===== src/rtl/msgpu_commands_pkg.sv =====
// Shared command codes, default device ID, address width and sequencer state
// type for the MCU parallel-bus command path.
package msgpu_commands_pkg;

   localparam logic [7:0] CMD_NOP         = 8'h00;
   localparam logic [7:0] CMD_GET_ID      = 8'h01;
   localparam logic [7:0] CMD_SET_ADDRESS = 8'h02;
   localparam logic [7:0] CMD_WRITE_DATA  = 8'h03;
   localparam logic [7:0] CMD_READ_DATA   = 8'h04;

   localparam logic [7:0]  DEFAULT_DEVICE_ID = 8'hAE;
   localparam int unsigned DEFAULT_ADDR_W    = 19;

   typedef enum logic [2:0] {
      S_IDLE       = 3'd0,
      S_SEND_ID    = 3'd1,
      S_ADDR       = 3'd2,
      S_WRITE      = 3'd3,
      S_WRITE_WAIT = 3'd4,
      S_READ       = 3'd5,
      S_READ_WAIT  = 3'd6
   } seq_state_t;

   // A memory request is outstanding in exactly these states.
   function automatic logic is_wait_state(input seq_state_t s);
      return (s == S_WRITE_WAIT) || (s == S_READ_WAIT);
   endfunction

endpackage


===== src/rtl/mcu_seq_addr_counter.sv =====
// Framebuffer address register: 4-byte MSB-first shadow load that commits
// only on the last byte, plus post-access increment wrapping modulo 2**ADDR_W.
module mcu_seq_addr_counter
   import msgpu_commands_pkg::*;
#(
   parameter int unsigned ADDR_W = DEFAULT_ADDR_W
) (
   input  logic              clk,
   input  logic              reset_n,
   input  logic              load_start,
   input  logic              load_en,
   input  logic [7:0]        load_byte,
   input  logic              incr,
   output logic              load_last,
   output logic [ADDR_W-1:0] addr
);

   logic [23:0] shadow;
   logic [1:0]  byte_cnt;
   logic [31:0] load_word;
   logic        unused_load_hi;

   // Full 32-bit word as it stands once the current byte is shifted in.
   always_comb begin
      load_word = {shadow, load_byte};
   end

   assign load_last      = (byte_cnt == 2'd3);
   assign unused_load_hi = ^load_word;

   // Shadow shift/commit and address increment.
   always_ff @(posedge clk) begin
      if (!reset_n) begin
         shadow   <= '0;
         byte_cnt <= '0;
         addr     <= '0;
      end else if (load_start) begin
         shadow   <= '0;
         byte_cnt <= '0;
      end else if (load_en) begin
         shadow <= load_word[23:0];
         if (load_last) begin
            addr     <= load_word[ADDR_W-1:0];
            byte_cnt <= '0;
         end else begin
            byte_cnt <= byte_cnt + 2'd1;
         end
      end else if (incr) begin
         addr <= addr + ADDR_W'(1);
      end
   end

endmodule


===== src/rtl/mcu_command_sequencer.sv =====
// Command/state controller behind the MCU parallel bus front-end: decodes
// command strobes, sequences the address load and the auto-incrementing
// framebuffer port, and returns response bytes.
// Optional feature macro: MCU_SEQ_READ_EN (READ_DATA command and read path).
module mcu_command_sequencer
   import msgpu_commands_pkg::*;
#(
   parameter int unsigned ADDR_W    = DEFAULT_ADDR_W,
   parameter logic [7:0]  DEVICE_ID = DEFAULT_DEVICE_ID
) (
   input  logic              system_clock,
   input  logic              reset_n,
   input  logic              cmd_strobe,
   input  logic [7:0]        cmd_byte,
   input  logic              data_strobe,
   input  logic [7:0]        data_byte,
   output logic              busy,
   output logic              resp_valid,
   output logic [7:0]        resp_data,
   output logic              error,
   output logic [ADDR_W-1:0] mem_addr,
   output logic [7:0]        mem_wdata,
   output logic              mem_write,
   output logic              mem_read,
   input  logic              mem_ready,
   input  logic [7:0]        mem_rdata
);

   seq_state_t state;
   logic       cmd_accept;
   logic       load_start;
   logic       load_en;
   logic       addr_incr;
   logic       load_last;

   assign busy = is_wait_state(state);

   // Commands are refused while an access is outstanding; the access finishes first.
   always_comb begin
      cmd_accept = cmd_strobe && !busy;
      load_start = cmd_accept && (cmd_byte == CMD_SET_ADDRESS);
      load_en    = !cmd_strobe && data_strobe && (state == S_ADDR);
      addr_incr  = busy && mem_ready;
   end

   mcu_seq_addr_counter #(
      .ADDR_W (ADDR_W)
   ) u_addr (
      .clk        (system_clock),
      .reset_n    (reset_n),
      .load_start (load_start),
      .load_en    (load_en),
      .load_byte  (data_byte),
      .incr       (addr_incr),
      .load_last  (load_last),
      .addr       (mem_addr)
   );

`ifndef MCU_SEQ_READ_EN
   logic unused_rdata;
   assign mem_read     = 1'b0;
   assign unused_rdata = ^mem_rdata;
`endif

   // Main FSM: command decode, address-load ack, ID response and memory handshake.
   always_ff @(posedge system_clock) begin
      if (!reset_n) begin
         state      <= S_IDLE;
         resp_valid <= 1'b0;
         resp_data  <= '0;
         error      <= 1'b0;
         mem_wdata  <= '0;
         mem_write  <= 1'b0;
`ifdef MCU_SEQ_READ_EN
         mem_read   <= 1'b0;
`endif
      end else begin
         resp_valid <= 1'b0;
         error      <= 1'b0;
         if (cmd_accept) begin
            // A data byte arriving alongside a command is dropped.
            error <= data_strobe;
            case (cmd_byte)
               CMD_NOP:         state <= S_IDLE;
               CMD_GET_ID:      state <= S_SEND_ID;
               CMD_SET_ADDRESS: state <= S_ADDR;
               CMD_WRITE_DATA:  state <= S_WRITE;
`ifdef MCU_SEQ_READ_EN
               CMD_READ_DATA:   state <= S_READ;
`endif
               default: begin
                  error <= 1'b1;
                  state <= S_IDLE;
               end
            endcase
         end else begin
            case (state)
               S_IDLE: begin
                  error <= data_strobe;
               end
               S_SEND_ID: begin
                  resp_valid <= 1'b1;
                  resp_data  <= DEVICE_ID;
                  error      <= data_strobe;
                  state      <= S_IDLE;
               end
               S_ADDR: begin
                  if (data_strobe && load_last) begin
                     resp_valid <= 1'b1;
                     resp_data  <= CMD_SET_ADDRESS;
                     state      <= S_IDLE;
                  end
               end
               S_WRITE: begin
                  if (data_strobe) begin
                     mem_write <= 1'b1;
                     mem_wdata <= data_byte;
                     state     <= S_WRITE_WAIT;
                  end
               end
               S_WRITE_WAIT: begin
                  error <= cmd_strobe || data_strobe;
                  if (mem_ready) begin
                     mem_write <= 1'b0;
                     state     <= S_WRITE;
                  end
               end
`ifdef MCU_SEQ_READ_EN
               S_READ: begin
                  if (data_strobe) begin
                     mem_read <= 1'b1;
                     state    <= S_READ_WAIT;
                  end
               end
               S_READ_WAIT: begin
                  error <= cmd_strobe || data_strobe;
                  if (mem_ready) begin
                     mem_read   <= 1'b0;
                     resp_valid <= 1'b1;
                     resp_data  <= mem_rdata;
                     state      <= S_READ;
                  end
               end
`endif
               default: state <= S_IDLE;
            endcase
         end
      end
   end

endmodule


===== config.mk =====
export PLATFORM = sky130hd
export DESIGN_NAME = mcu_command_sequencer
export DESIGN_NICKNAME = d
export VERILOG_FILES = /design/src/rtl/msgpu_commands_pkg.sv /design/src/rtl/mcu_seq_addr_counter.sv /design/src/rtl/mcu_command_sequencer.sv
export SDC_FILE = /design/constraint.sdc
export NUM_CORES = 1
export LEC_CHECK = 0
export CAP_MARGIN = 20
export CORE_ASPECT_RATIO = 0.6
export CORE_UTILIZATION = 52
export DETAILED_ROUTE_END_ITERATION = 12
export GPL_TIMING_DRIVEN = 0
export PLACE_DENSITY = 0.81
export SYNTH_ARGS = -nofsm -noshare
export SYNTH_HDL_FRONTEND = slang
export SYNTH_SLANG_ARGS = --single-unit

===== constraint.sdc =====
create_clock -name system_clock -period 4.7 [get_ports system_clock]
set_clock_uncertainty 0.05 [all_clocks]
set_input_delay 0.94 -clock system_clock [delete_from_list [all_inputs] [get_ports system_clock]]
set_output_delay 0.94 -clock system_clock [all_outputs]
set_load 0.05 [all_outputs]

==> metrics.txt <==
clk root buf=clkbuf_8; Post-synth EDFFs=0; Rel. slew slack=57.9%; Routed WL=8080 µm; Num CTS Buffers=5; vias in the first global route=2426; sequential cell fraction of total power=50.5%; Worst Path Buf+Inv=2; crit path cell chain=clkdlybuf4s50_1, nand3b_1, nor2_2, buf_4, o21ai_0, a32o_1; CTS tree=yes; row count=19; MaxCap Viol Count=0; Pre-antenna DRT Iters=8; IO buf count=56; slowest stage delay, CP=0.55 ns; area of the multi-input gates=1410 µm²; internal power=0.000606 W; critical path endpoint category=flip-flop; Pwr Total=0.000819 W; gpl congestion=0.909; worst-path maximum fanout=10; DRT antenna net count=0; leading area contributor after synthesis=dfxtp_1; final period utilization=60.8%; cell count after synthesis=308; FMAX=350 MHz; Pleak=1.10 nW; Worst-Skew Late Latency=0.31 ns; Diodes inserted=0; RSZ-0062 raised after global routing=false; GR Layer Usage met3=7.10%; Die H=56.0 µm; peak supply drop=0.143 mV; number of DRC markers in iteration 0=411; FF+latch area=961 µm²; PwrDens=249 nW/µm²; drt drc=0; Synthesis Warnings=0; initial core utilization=54.7%; Hold Vio Cnt, Final=0; antenna violations before repair=0; commonest non-fill, non-tap cells in the layout=clkdlybuf4s50_1, dfxtp_1, nand2_1, a21oi_1, nor2_1; Post-synth ARST share=0%; CP top delay family=simple AND/OR/NAND/NOR gates; GRT Total Usage=31.5%; Core ar.=4610 µm²; Crit Path Class=in2reg; Main synth FF type=dfxtp_1; M1 GR Usage=47.6%; Total Nets Final=405; clk sinks=48; Psw=0.000213 W; Setup Total Neg Slack=0 ns; I/O Pins=69; FILL cells=384; post-layout util=71.4%; worst-margin pin slew=0.625 ns; Wirelength per Cell=18.4 µm; minimum clock period=2.86 ns; CP max-delay cell=clkdlybuf4s50_1; global-route wire length before repair=12500 µm; Worst Hold Class=reg2reg; sequential area share after synthesis=38.1%; dpl hpwl=5780 µm; Net Sw Frac=26.0%; Logic pwr share=10.9%; largest net degree at the start of global routing=17; area delta synth->final=30.3%; CP startpoint kind=input pin; CTS resizes=0; Clock power frac=38.6%; cts hold-fix bufs=0; status=finished, final reports clean; most used routing layer=met1; commonest non-fill, non-tap cell in the layout=clkdlybuf4s50_1; vias post-DR=2794; CTS clk-pin slew, worst paths=0.09 ns; Max Slew Vio Count=0; layout cell share with drive strength beyond 1=10.1%; synthesized cell area=2520 µm²; Clock Path Buffers=2; Req. time, crit path=4.85 ns; Die X=92.0 µm; synth top area cells=dfxtp_1, a21oi_1, nand2_1, mux2i_1, nor2_1; Syn Area/Cell=8.20 µm²; Arr. time, crit path=3.01 ns; post-CTS setup buffers=0; Yosys cell types=60; M2 GR Usage=44.7%; htree depth=2; routed vias/inst=6.38; remaining global-route overflow=0; register bit total from synthesis=48; setup violators final=0; DIE AREA=5150 µm²; Synth top area share=38.1%
-- power groups by stage --
stage | logic [W] | registers [W] | clock network, W
after global placement | 0.0000859 | 0.000423 | 0
after floorplan | 0.0000437 | 0.000429 | 0
after detailed placement | 0.0000870 | 0.000423 | 0
after CTS | 0.0000875 | 0.000414 | 0.000315
after global routing | 0.0000937 | 0.000414 | 0.000334
final | 0.0000893 | 0.000414 | 0.000316
-- kinds of logic after synthesis --
group,synth area share (%)
fa+ha+maj,0.991
mux,3.57
simple gates,26.0
buf+inv,6.59
compound gates,24.7
flops,38.1
other cells,0.149
-- worst register-to-register path, cell delays in order (launching register included) --
cell,delay (ns)
dfxtp_1,0.37
ha_1,0.29
or3b_1,0.43
o21ai_2,0.30
buf_4,0.25
nand4_1,0.11
a31oi_1,0.20
-- layer usage --
metal  vias up  routed length (µm)
li1       1278                   -
met1      1284                3550
met2       207                3390
met3        25                1000
met4         0                 136
met5         -                   0
-- final cells by class --
type,count,share of cell area (%)
Clock inverter,3,1.41
Buffer,26,4.37
Timing Repair Buffer,56,17.0
Sequential cell,48,29.2
Clock buffer,5,2.09
Multi-Input combinational cell,231,42.8
Tap cell,63,2.40
Inverter,6,0.684
-- synth_stat cells, drive strengths merged, types with 2 or more instances --
cell type	number
a211oi	2
a21oi	32
a311oi	3
a31o	2
a31oi	5
a32oi	3
and2	2
and3	4
and3b	2
and4	3
buf	16
clkbuf	10
dfxtp	48
ha	2
inv	6
mux2i	9
nand2	33
nand2b	4
nand3	13
nand3b	2
nand4	10
nor2	24
nor3	7
nor3b	3
nor4	5
nor4b	2
o211ai	2
o21ai	14
o221ai	3
o22ai	7
o311a	2
o311ai	2
o31a	3
or2	3
or3	3
-- flip-flops by register name (all words and copies together), names as in the netlist --
register / cells
error: 1
mem_wdata: 8
u_addr.addr: 19
mem_write: 1
u_addr.shadow: 11
state: 3
u_addr.byte_cnt: 2
resp_valid: 1
resp_data: 2
-- final timing paths --
kind | from | endpoint | slack [ns] | cells after the start
max reg2reg | u_addr.byte_cnt[0]$_SDFFE_PP0P_ | u_addr.addr[14]$_SDFFE_PN0P_ | 2.64 | 6
min | u_addr.shadow[1]$_SDFFE_PP0P_ | u_addr.shadow[1]$_SDFFE_PP0P_ | 0.41 | 2
min reg2reg | u_addr.shadow[1]$_SDFFE_PP0P_ | u_addr.shadow[1]$_SDFFE_PP0P_ | 0.41 | 2
max | cmd_strobe | u_addr.addr[12]$_SDFFE_PN0P_ | 1.84 | 6
-- per-stage QoR --
| step | area (µm²) | worst slack, ns | std cells | hold WS, ns |
|---|---|---|---|---|
| floorplan | 2540 | 2.55 | 311 | 0.381 |
| global placement | 3180 | 1.60 | 430 | 0.392 |
| detailed placement | 3180 | 1.60 | 430 | 0.398 |
| CTS | 3290 | 1.93 | 438 | 0.413 |
| global route | 3290 | 1.73 | 438 | 0.437 |
| finish | 3290 | 1.84 | 438 | 0.413 |
No activity file was read; power rests on OpenSTA's default activity.
==> RTL edit: new RTL, same flow settings <==
Reset style: asynchronous (`reset_n`), changed in 2 clocked blocks.
--- a/src/rtl/mcu_seq_addr_counter.sv
+++ b/src/rtl/mcu_seq_addr_counter.sv
@@ -31,3 +31,3 @@
    // Shadow shift/commit and address increment.
-   always_ff @(posedge clk) begin
+   always_ff @(posedge clk or negedge reset_n) begin
       if (!reset_n) begin
--- a/src/rtl/mcu_command_sequencer.sv
+++ b/src/rtl/mcu_command_sequencer.sv
@@ -65,3 +65,3 @@
    // Main FSM: command decode, address-load ack, ID response and memory handshake.
-   always_ff @(posedge system_clock) begin
+   always_ff @(posedge system_clock or negedge reset_n) begin
       if (!reset_n) begin
Check against the original RTL: differs if reset_n is asserted again (counterexample within 4 cycles, from zero or initial values and one cycle with reset_n low); with reset_n held inactive, the same outputs for 10 cycles.
==> RTL edit against the original RTL <==
- area after synthesis is 6.3% higher
- cell area rose by 5.4%
- worst setup slack gained 0.059 ns
- fmax is 2.1% higher
- wire length shrank 8.9%
- register-to-register slack better by 0.19 ns
- sequential share of layout area is 5.4 points higher
- final cell count shrank 6.6%
- worst hold slack improved by 0.019 ns
- core utilization grew 1.6 points
- sequential cell count is the same
Power is not compared: it rests on default switching activity, and its combinational part moved more than twofold at a synthesized area within 25%.
==> RTL edit: results <==
{
  "crit_start": "state[0]$_DFFE_PN0P_",
  "wirelength_met1_um": 3430,
  "status": "finished clean",
  "cts_setup_buffers": 0,
  "final-nonclk-buf-share": 0.224,
  "min_from": "resp_data[1]$_DFFE_PN0P_",
  "drive_above_1_share": 0.156,
  "p_total_w": 0.00180,
  "grt_util_met1": 0.461,
  "synthArstFlopShare": 1.00,
  "synth_compound_area_frac": 0.234,
  "vias": 2534,
  "slowest_delay_ns": 0.80,
  "path_max_fanout": 4,
  "worstReg2RegStart": "u_addr.addr[0]$_DFFE_PN0P_",
  "use_met3": 0.0735,
  "grt_max_degree": 32,
  "dr_wl_met3_um": 806,
  "port_buffers": 55,
  "synth_top_family_by_area": "compound AO/OA/AOI/OAI gates",
  "design_area_um2": 3470,
  "inv_count": 3,
  "wl_met2_um": 3050,
  "worstPathArrival_ns": 1.81,
  "seq_share": 0.346,
  "wl_per_cell_um": 18.0,
  "place_inst": 402,
  "multi_input_gates": 202,
  "first_global_vias": 2307,
  "cp_top_family": "buffers and inverters",
  "synthTopCellsByArea": "dfrtp_1 45%, a21oi_1 5.8%, nand2_1 4.5%",
  "clockNetworkAreaShare": 0.0372,
  "routed_wl_um": 7350,
  "slew_headroom": 0.653,
  "synthesis.area_um2": 2680,
  "nets": 377,
  "combPwrFrac": 0.447,
  "postPlaceCellArea_um2": 3340,
  "drt_iter0_drc": 268,
  "yosysUniqueCellTypes": 52,
  "multi_input_area_um2": 1270,
  "fillers": 364,
  "synthMuxAreaShare": 0.0378,
  "grt_pass1_wl_um": 12100,
  "grt_usage": 0.292,
  "finalMaxSlewViolations": 0,
  "nNonClkBuffers": 86,
  "place_congestion": 0.923,
  "cts_buffer_depth": 2,
  "dp_hpwl_um": 5450,
  "synthAdderAreaFrac": 0.00932,
  "firstDrtPassIters": 6,
  "postSynthAreaPerCell_um2": 9.59
}
## RTL edit: cells by family (layout without fill, tap and decap cells)
family / after synthesis / in the layout
adders and majority gates: 2 / 2
other: 1 / 4
DFF: 48 / 48
and+or+nand+nor: 94 / 94
muxes: 9 / 9
buffers and inverters: 33 / 96
AOI/OAI and AO/OA: 93 / 93
## RTL edit: final timing paths
check                                               to  slack (ns)  cells after the start
setup / recovery                                  busy        1.90                      3
hold / removal                resp_data[1]$_DFFE_PN0P_        0.43                      1
setup reg to reg           u_addr.addr[12]$_DFFE_PN0P_        2.83                      6
hold reg to reg               resp_data[1]$_DFFE_PN0P_        0.43                      1
max in group asynchronous     mem_wdata[7]$_DFFE_PN0P_        3.58                      2
min in group asynchronous         state[2]$_DFFE_PN0P_        0.51                      1
## RTL edit: worst reg2reg max path, delay by kind of cell, from the launching register on
kind	cells	cell delay [ns]
buf+inv	1	0.21
flops	1	0.44
compound gates	3	0.61
fa+ha+maj	1	0.29
simple gates	1	0.20
